===== config.mk =====
export PLATFORM = sky130hd
export DESIGN_NAME = ov7670_capture_px_flat
export DESIGN_NICKNAME = d
export VERILOG_FILES = /design/src/rtl/ov7670_capture_px_pkg.sv /design/src/rtl/ov7670_capture_px_if.sv /design/src/rtl/ov7670_capture_px_convert.sv /design/src/rtl/ov7670_capture_px.sv /design/src/flat_wrapper.sv
export SDC_FILE = /design/constraint.sdc
export NUM_CORES = 1
export LEC_CHECK = 0
export ABC_AREA = 1
export CAP_MARGIN = 20
export CORE_AREA = 2 2 83 101
export DETAILED_ROUTE_END_ITERATION = 7
export DIE_AREA = 0 0 85 103
export GPL_TIMING_DRIVEN = 0
export PLACE_DENSITY = 0.83
export SYNTH_ARGS = -nofsm -noshare
export SYNTH_HDL_FRONTEND = slang
export SYNTH_SLANG_ARGS = --single-unit

===== constraint.sdc =====
create_clock -name pclk -period 6.3 [get_ports pclk]
set_clock_uncertainty 0.1 [all_clocks]
set_input_delay 0.945 -clock pclk [delete_from_list [all_inputs] [get_ports pclk]]
set_output_delay 0.945 -clock pclk [all_outputs]
set_load 0.01 [all_outputs]

===== src/rtl/ov7670_capture_px_pkg.sv =====
// Shared types for the OV7670 pixel capture stage: mode encodings, FSM states
// and the RGB565 pixel layout.
package cam_pkg;

    localparam logic [1:0] MODE_RGB444 = 2'd0;
    localparam logic [1:0] MODE_GRAY4  = 2'd1;
    localparam logic [1:0] MODE_BIN    = 2'd2;

    typedef enum logic [1:0] {
        IDLE    = 2'd0,
        WAIT_VS = 2'd1,
        ACTIVE  = 2'd2,
        DONE    = 2'd3
    } state_e;

    typedef struct packed {
        logic [4:0] r;
        logic [5:0] g;
        logic [4:0] b;
    } rgb565_t;

    // Average of the top four bits of each channel; the sum is at most 45, so the
    // quotient always fits in four bits.
    function automatic logic [3:0] gray4(input rgb565_t px);
        logic [5:0] sum;
        sum = {2'b00, px.r[4:1]} + {2'b00, px.g[5:2]} + {2'b00, px.b[4:1]};
        return 4'(sum / 6'd3);
    endfunction

endpackage


===== src/rtl/ov7670_capture_px_if.sv =====
// Frame-buffer write port: address, data and write enable, aligned in the same cycle.
interface ov7670_capture_px_if #(
    parameter int ADDR_W = 17,
    parameter int DOUT_W = 12
);
    logic [ADDR_W-1:0] addr;
    logic [DOUT_W-1:0] dout;
    logic              we;

    modport master (output addr, output dout, output we);
    modport slave  (input  addr, input  dout, input  we);
endinterface


===== src/rtl/ov7670_capture_px_convert.sv =====
// Combinational RGB565 to RGB444 / GRAY4 / inverted-threshold BIN conversion.
module px_convert
    import cam_pkg::*;
(
    input  rgb565_t     px,
    input  logic [1:0]  mode,
    input  logic [3:0]  thresh,
    output logic [11:0] result
);
    logic [3:0] g;

    always_comb begin
        g = gray4(px);
        unique case (mode)
            MODE_GRAY4: result = {8'd0, g};
            MODE_BIN:   result = {11'd0, (g < thresh)};
            // Reserved encoding falls through to RGB444.
            default:    result = {px.r[4:1], px.g[5:2], px.b[4:1]};
        endcase
    end
endmodule


===== src/rtl/ov7670_capture_px.sv =====
// OV7670 byte-pair capture: pairs camera bytes into RGB565, converts each pixel
// and writes it to a bounded linear frame-buffer address with frame/geometry status.
module ov7670_capture_px
    import cam_pkg::*;
#(
    parameter int H_ACTIVE = 320,
    parameter int V_ACTIVE = 240,
    parameter int ADDR_W   = 17,
    parameter int DOUT_W   = 12
) (
    input  logic                pclk,
    input  logic                rst_n,
    input  logic                vsync,
    input  logic                href,
    input  logic [7:0]          d,
    input  logic [1:0]          mode,
    input  logic [3:0]          thresh,
    input  logic                arm,
    ov7670_capture_px_if.master wr,
    output logic                busy,
    output logic                frame_done,
    output logic                geom_err
);
    // Counters have headroom past the active size so overruns stay visible.
    localparam int COL_W = $clog2(H_ACTIVE + 2);
    localparam int ROW_W = $clog2(V_ACTIVE + 2);
    localparam logic [COL_W-1:0] H_MAX = COL_W'(H_ACTIVE);
    localparam logic [ROW_W-1:0] V_MAX = ROW_W'(V_ACTIVE);

    state_e            state_q, state_d;
    logic              vsync_q, vsync_d;
    logic              href_q, href_d;
    logic              phase_q, phase_d;
    logic [7:0]        hi_q, hi_d;
    logic [COL_W-1:0]  col_q, col_d;
    logic [ROW_W-1:0]  row_q, row_d;
    logic [ADDR_W-1:0] addr_cnt_q, addr_cnt_d;
    logic [1:0]        mode_q, mode_d;
    logic [3:0]        thresh_q, thresh_d;
    logic [ADDR_W-1:0] addr_q, addr_d;
    logic [DOUT_W-1:0] dout_q, dout_d;
    logic              we_q, we_d;
    logic              busy_q, busy_d;
    logic              frame_done_q, frame_done_d;
    logic              geom_err_q, geom_err_d;

    logic        href_eff, vs_rise, vs_fall, hr_fall;
    logic [11:0] conv;

    px_convert u_conv (
        .px     (rgb565_t'({hi_q, d})),
        .mode   (mode_q),
        .thresh (thresh_q),
        .result (conv)
    );

    // Line-valid is ignored while the frame is in vertical blanking.
    assign href_eff = href & ~vsync;
    assign vs_rise  = vsync & ~vsync_q;
    assign vs_fall  = ~vsync & vsync_q;
    assign hr_fall  = href_q & ~href_eff;

    always_comb begin
        // NOTE: every output gets a default first so no path leaves a latch behind.
        state_d      = state_q;
        vsync_d      = vsync;
        href_d       = href_eff;
        phase_d      = phase_q;
        hi_d         = hi_q;
        col_d        = col_q;
        row_d        = row_q;
        addr_cnt_d   = addr_cnt_q;
        mode_d       = mode_q;
        thresh_d     = thresh_q;
        addr_d       = addr_q;
        dout_d       = dout_q;
        we_d         = 1'b0;
        busy_d       = busy_q;
        frame_done_d = 1'b0;
        geom_err_d   = geom_err_q;

        unique case (state_q)
            IDLE: begin
                if (arm) state_d = WAIT_VS;
            end
            WAIT_VS: begin
                if (vs_fall) begin
                    state_d    = ACTIVE;
                    mode_d     = mode;
                    thresh_d   = thresh;
                    addr_cnt_d = '0;
                    col_d      = '0;
                    row_d      = '0;
                    phase_d    = 1'b0;
                    geom_err_d = 1'b0;
                    busy_d     = 1'b1;
                end
            end
            ACTIVE: begin
                if (vs_rise) begin
                    // Frame end wins over any pixel completing in this cycle.
                    state_d      = DONE;
                    busy_d       = 1'b0;
                    frame_done_d = 1'b1;
                    phase_d      = 1'b0;
                    if (row_q != V_MAX) geom_err_d = 1'b1;
                end else if (href_eff) begin
                    if (!phase_q) begin
                        hi_d    = d;
                        phase_d = 1'b1;
                    end else begin
                        phase_d = 1'b0;
                        if (col_q != '1) col_d = col_q + COL_W'(1);
                        if ((col_q < H_MAX) && (row_q < V_MAX)) begin
                            we_d       = 1'b1;
                            addr_d     = addr_cnt_q;
                            dout_d     = DOUT_W'(conv);
                            addr_cnt_d = addr_cnt_q + ADDR_W'(1);
                        end else begin
                            geom_err_d = 1'b1;
                        end
                    end
                end else begin
                    phase_d = 1'b0;
                    if (hr_fall) begin
                        col_d = '0;
                        if (row_q != '1) row_d = row_q + ROW_W'(1);
                        // A set phase here means a dangling odd byte.
                        if (phase_q || (col_q != H_MAX)) geom_err_d = 1'b1;
                    end
                end
            end
            DONE: begin
                state_d = arm ? WAIT_VS : IDLE;
            end
            default: state_d = IDLE;
        endcase
    end

    // NOTE: sequential state uses non-blocking assignments so every flop samples pre-edge values.
    always_ff @(posedge pclk or negedge rst_n) begin
        if (!rst_n) begin
            state_q      <= IDLE;
            vsync_q      <= 1'b0;
            href_q       <= 1'b0;
            phase_q      <= 1'b0;
            hi_q         <= '0;
            col_q        <= '0;
            row_q        <= '0;
            addr_cnt_q   <= '0;
            mode_q       <= MODE_RGB444;
            thresh_q     <= '0;
            addr_q       <= '0;
            dout_q       <= '0;
            we_q         <= 1'b0;
            busy_q       <= 1'b0;
            frame_done_q <= 1'b0;
            geom_err_q   <= 1'b0;
        end else begin
            state_q      <= state_d;
            vsync_q      <= vsync_d;
            href_q       <= href_d;
            phase_q      <= phase_d;
            hi_q         <= hi_d;
            col_q        <= col_d;
            row_q        <= row_d;
            addr_cnt_q   <= addr_cnt_d;
            mode_q       <= mode_d;
            thresh_q     <= thresh_d;
            addr_q       <= addr_d;
            dout_q       <= dout_d;
            we_q         <= we_d;
            busy_q       <= busy_d;
            frame_done_q <= frame_done_d;
            geom_err_q   <= geom_err_d;
        end
    end

    assign wr.addr    = addr_q;
    assign wr.dout    = dout_q;
    assign wr.we      = we_q;
    assign busy       = busy_q;
    assign frame_done = frame_done_q;
    assign geom_err   = geom_err_q;

endmodule


===== src/flat_wrapper.sv =====
// flat-port wrapper written by rule: the top's interface ports become plain ports
module ov7670_capture_px_flat import cam_pkg::*;
#(
    parameter int H_ACTIVE = 320,
    parameter int V_ACTIVE = 240,
    parameter int ADDR_W   = 17,
    parameter int DOUT_W   = 12
)
  (pclk, rst_n, vsync, href, d, mode, thresh, arm, busy, frame_done, geom_err, wr_addr, wr_dout, wr_we);
  ov7670_capture_px_if #(.ADDR_W(ADDR_W), .DOUT_W(DOUT_W)) wr_i ();
  input  logic pclk;
  input  logic rst_n;
  input  logic vsync;
  input  logic href;
  input  logic [7:0] d;
  input  logic [1:0] mode;
  input  logic [3:0] thresh;
  input  logic arm;
  output logic busy;
  output logic frame_done;
  output logic geom_err;
  output wire logic [$bits(wr_i.addr)-1:0] wr_addr;
  output wire logic [$bits(wr_i.dout)-1:0] wr_dout;
  output wire logic [$bits(wr_i.we)-1:0] wr_we;
  assign wr_addr = wr_i.addr;
  assign wr_dout = wr_i.dout;
  assign wr_we = wr_i.we;
  ov7670_capture_px #(.H_ACTIVE(H_ACTIVE), .V_ACTIVE(V_ACTIVE), .ADDR_W(ADDR_W), .DOUT_W(DOUT_W)) u_core (.pclk(pclk), .rst_n(rst_n), .vsync(vsync), .href(href), .d(d), .mode(mode), .thresh(thresh), .arm(arm), .wr(wr_i), .busy(busy), .frame_done(frame_done), .geom_err(geom_err));
endmodule

# Word-level counts from Yosys, hierarchy flattened
# Index checks and enable logic that the tools add are counted.
[word_totals]
register_bits = 86
output_inout_bits = 33
wordCells = 123
inputBits = 19
[op_classes]
n_eq_ne = 27
bitwise_logic = 9
n_addsub = 5
n_reduce_logical = 14
muxes = 48
magnitude_cmp = 3
n_div = 1
[op_table]
columns = ["cell", "count"]
rows = [
  ["$mux 17", 5],
  ["$mux 9", 6],
  ["$mux 8", 5],
  ["$pmux 17 s2", 1],
  ["$pmux 12 s2", 1],
  ["$mux 1", 21],
  ["$ne 9x9->1 const B", 2],
  ["$pmux 9 s2", 1],
  ["$reduce_and 6->1", 3],
  ["$add 17x1->17 const B", 1],
  ["$ne 8x8->1 const B", 2],
  ["$pmux 8 s2", 1],
  ["$ne 2x1->1 const B", 7],
  ["$add 9x1->9 const B", 1],
  ["$lt 9x9->1 const B", 1],
  ["$ne 3x3->1 const B", 3],
  ["$add 8x1->8 const B", 1],
  ["$lt 8x8->1 const B", 1],
  ["$ne 4x1->1 const B", 2],
  ["$ne 4x4->1 const B", 2],
  ["$pmux 2 s4", 1],
  ["$reduce_and 7->1", 1],
  ["$add 6x4->6", 1],
  ["$div 6x2->6 const B", 1],
  ["other kinds (18)", 36],
]

# Longest topological paths before layout
[depth]
depth_word = 8
ltp_mapped = 30
ltp_nobuf = 30

# Cells and area by module
# From an unflattened synthesis, not the netlist that was laid out.
[hier_totals]
hier_cells = 655
area_unflattened_um2 = 5029.8
[modules_own_cells]
columns = ["module", "seq_area_each_um2", "n_inst", "area_per_inst_um2", "cells_each"]
rows = [
  ["ov7670_capture_px", 2152.1, 1, 4359.2, 548],
  ["px_convert", 0.0, 1, 670.6, 107],
]

# Least setup slack after synthesis
# OpenSTA, ideal clock, no wires.
[synth_timing]
kind = "in2reg"
from = "input d[7]"
to = "register u_core.dout_q[0] (netlist: u_core.wr.dout[0])"
path_stages = 28
path_slack_ns = 2.105
t_required_ns = 6.123
setup_ns = 0.077
n_path_buf = 0
arrival_time_ns = 4.018
cell_sequence = "ha_1 > inv_1 > fa_1 > inv_1 > fa_1 > nand3_1 > nand3_1 > inv_1 > nand2_1 > nand2_1 > nand3_1 > nand2_1 > nand2_1 > nand2_1 > nand2_1 > nand2_1 > inv_1 > ha_1 > inv_1 > nand3_1 > inv_1 > o21ai_2 > ha_1 > nand2_1 > nand2_1 > nand2_1 > nand2_1 > a21oi_1"
[synth_via]
elab_chain_len = 5
[synth_rtl]
columns = ["item", "line_no", "rtl"]
rows = [
  ["start, declared", "flat_wrapper.sv:15", "input logic [7:0] d;"],
  ["$add 4x4->5 (*)", "ov7670_capture_px_pkg.sv:26", "sum = {2'b00, px.r[4:1]} + {2'b00, px.g[5:2]} + {2'b00, px.b[4:1]};"],
  ["$add 6x4->6 (*)", "ov7670_capture_px_pkg.sv:26", ""],
  ["$div 6x2->6 (*)", "ov7670_capture_px_pkg.sv:27", "return 4'(sum / 6'd3);"],
  ["$lt 4x4->1", "ov7670_capture_px_convert.sv:16", "MODE_BIN: result = {11'd0, (g < thresh)};"],
  ["$pmux 12 s2 (*)", "ov7670_capture_px_convert.sv:14", "unique case (mode)"],
  ["end signal, assigned", "ov7670_capture_px.sv:171", "dout_q <= dout_d;"],
  ["end, declared", "ov7670_capture_px.sv:41", "logic [DOUT_W-1:0] dout_q, dout_d;"],
]
# Mark *: on every way between the ends. The rest lies on a longest branch, timed or not.
# A chain may end at the register's enable or synchronous reset.

# Final worst setup path
# Same ends and word-level chain as after synthesis.

==> impl_metrics.tcl <==
set metrics [dict create \
    outcome "complete, no violations" \
    antennaDiodeCount 0 \
    critPathLaunchType "input pin" \
    hold_viol 0 \
    crit_path_frequent_cell "nand2_1" \
    cts.sinks 85 \
    die_x_um 85 \
    antenna_left 0 \
    nets 651 \
    grt.overflow.total 0 \
    cp.arrival_ns 5.02 \
    die_area_sq_um 8760 \
    fillers 604 \
    r2r_slack_ns 2.18 \
    cts_root_buf "clkbuf_8" \
    wirelength_um 9770 \
    tightest_slew_ns 0.741 \
    drv_cap 0 \
    r2r-end "u_core.wr.dout[0]" \
    synthCells 542 \
    synth.most_common_cell "nand2_1" \
    yosys_warnings 0 \
    cp_slowest_cell "clkdlybuf4s50_1" \
    use_met2 0.431 \
    grt_max_degree 61 \
    grt_pass1_vias 3774 \
    drive_above_1_share 0.0951 \
    cts-htree-levels 3 \
    cp-end-kind "register" \
    grt.busiest_layer "met2" \
    synth_top_area_frac 0.463 \
    reg2regPathDepth 28 \
    min_path_type "input pin to asynchronous set/reset pin" \
    synth_edf_count 0 \
    cp.required_ns 6.48 \
    post-route-period-util 0.768 \
    p_leak_nw 2.60 \
    clk_latency_ns 0.36 \
    dpl.hpwl_um 7480 \
    synth-seq-cells 85 \
    seq_area_sq_um 2130 \
    gp_congestion 0.790 \
    die_height_um 103 \
    via_per_inst 5.47 \
    grt_use_met1 0.302 \
    r2r_start "u_core.hi_q[4]" \
    syn_area_per_cell_sq_um 8.48 \
    cts_tree "built" \
    cts_max_path_buffers 2 \
    initial_utilization 0.583 \
    portBuffers 51 \
    finalMaxSlewViolations 0 \
    yosys-top-cells-area "dfrtp_1 46%, nand2_1 9.7%, ha_1 6.8%" \
    first_iter_violations 203 \
    synth_top_area_cell "dfrtp_1" \
    relSlewSlack 0.504 \
    post-route-drc-count 0 \
    netlist_area_sq_um 4600 \
    io_pins 52 \
    tns_ns 0 \
    peakVddDrop_mv 0.877 \
    post-cts-setup-buffer-count 0 \
    crit_fanout 3 \
    cts_resized 0 \
    cts_buffers 9 \
    layout_min_cycle_time_ns 4.84 \
    std_cell_rows 36 \
    postCtsHoldBufs 0 \
    synthTopCellsByCount "119 x nand2_1, 85 x dfrtp_1, 74 x inv_1" \
    clk_pin_slew_ns 0.09 \
    track_usage 0.242 \
    synthFlopType "dfrtp_1" \
    synth.distinct_cells 45 \
    wire_per_inst_um 13.9 \
    worst_path_largest_cell_delay_ns 0.51 \
    fmax_mhz 207 \
    use_met3 0.0416 \
    area_growth_pct 18.8 \
    async_reset_ff_frac 1.00 \
    firstDrtPassIters 4 \
    rsz0062_at_grt "no" \
    via_count 3854 \
    synth_nets 588 \
    path_class "input pin to register" \
    setup_viol 0 \
    core_sq_um 7880 \
    multi_input_area_sq_um 2110 \
    antenna_found_initial 0 \
    grt_pass1_wl_um 17000 \
    holdWs_ns 0.384 \
    ys_seq_area_frac 0.463 \
    power_density_nw_per_um2 528 \
]
[flip-flops by register name, summed over array words and instances, names as in the netlist]
| register | count |
|---|---|
| u_core.state_q | 2 |
| u_core.frame_done | 1 |
| u_core.wr.dout | 12 |
| u_core.addr_cnt_q | 17 |
| u_core.row_q | 8 |
| u_core.vsync_q | 1 |
| u_core.wr.addr | 17 |
| u_core.geom_err | 1 |
| u_core.busy | 1 |
| u_core.wr.we | 1 |
| u_core.hi_q | 7 |
| u_core.mode_q | 2 |
| u_core.phase_q | 1 |
| u_core.thresh_q | 4 |
| u_core.href_q | 1 |
| u_core.col_q | 9 |
[power breakdown]
group          leakage [nW]  internal (mW)  total [mW]  switching, mW
registers              1.13          0.693       0.796          0.103
logic                  1.37          0.638        1.68           1.04
clock network        0.0991          0.197       0.404          0.207
total                  2.60           1.53        2.88           1.35
[metrics by stage]
| step | power [mW] | cell area [sq um] | cells | worst slack [ns] | util |
|---|---|---|---|---|---|
| 3_5_place_dp | 2.48 | 5250 | 689 | 1.14 | 0.666 |
| 4_1_cts | 2.88 | 5460 | 705 | 1.52 | 0.693 |
| 3_3_place_gp | 2.38 | 5230 | 688 | 1.26 | 0.663 |
| 5_1_grt | 3.17 | 5460 | 705 | 1.06 | 0.693 |
| 6_report | 2.88 | 5460 | 705 | 1.46 | 0.693 |
| 2_1_floorplan | 2.03 | 4600 | 542 | 2.10 | - |
[cell type report]
cell class,instances,area share
Tap cell,95,0.0218
Multi-Input combinational cell,364,0.387
Inverter,83,0.0580
Clock buffer,10,0.0252
Timing Repair Buffer,52,0.0981
Buffer,10,0.00756
Clock inverter,6,0.0131
Sequential cell,85,0.390
[critical path: cells and delay by family]
| kind | cells | cell delay, ns |
|---|---|---|
| xor+xnor | 1 | 0.27 |
| fa+ha+maj | 5 | 1.34 |
| buf+inv | 5 | 0.83 |
| compound gates | 2 | 0.20 |
| simple gates | 16 | 1.43 |
[cell usage in the layout, fill, tap and decap left out, types with 2 or more instances in the layout]
master and instances:
nand2_1 119, dfrtp_1 85, inv_1 74, clkdlybuf4s50_1 50, a21oi_1 46, o21ai_0 43, nand3_1 31, ha_1 25
nor2_1 21, nor3_1 14, clkbuf_8 10, clkbuf_1 9, nand4_1 7, nor3_4 6, inv_2 6, nand2_2 5
nor2_2 4, a22oi_1 4, nand3_2 3, o31ai_1 3, nor4_1 3, xnor2_1 2, or2_2 2, clkinv_2 2
buf_4 2, nor3b_1 2, nor2_4 2, a211oi_1 2, o21ai_1 2, fa_1 2, clkinv_4 2, clkinvlp_4 2
[cell families (layout without fill, tap and decap cells)]
| group | Yosys count | count (layout) | synth area share |
|---|---|---|---|
| buffers and inverters | 93 | 161 | 0.0779 |
| muxes | 1 | 1 | 0.00245 |
| AOI/OAI and AO/OA | 110 | 110 | 0.137 |
| and+or+nand+nor | 223 | 223 | 0.237 |
| xor gates and xnor gates | 3 | 3 | 0.00572 |
| DFF | 85 | 85 | 0.463 |
| adders and majority gates | 27 | 27 | 0.0768 |
[worst max-delay path by stage]
stage / startpoint / end / slack (ns) / cells past startpoint
2_1_floorplan: d[7] / u_core.wr.dout[0] / 2.10 / 28
3_3_place_gp: rst_n / u_core.frame_done / 1.26 / 1
3_5_place_dp: d[7] / u_core.wr.dout[0] / 1.14 / 29
4_1_cts: d[7] / u_core.wr.dout[0] / 1.52 / 29
5_1_grt: d[7] / u_core.wr.dout[0] / 1.06 / 29
6_report: d[7] / u_core.wr.dout[0] / 1.46 / 29
[per-layer routing]
metal / vias up / wire length, um
met5: - / 0
met4: 0 / 119
met3: 13 / 278
met2: 68 / 5110
met1: 1866 / 4270
li1: 1907 / -
Note: power is estimated with default switching activity, not from simulation.
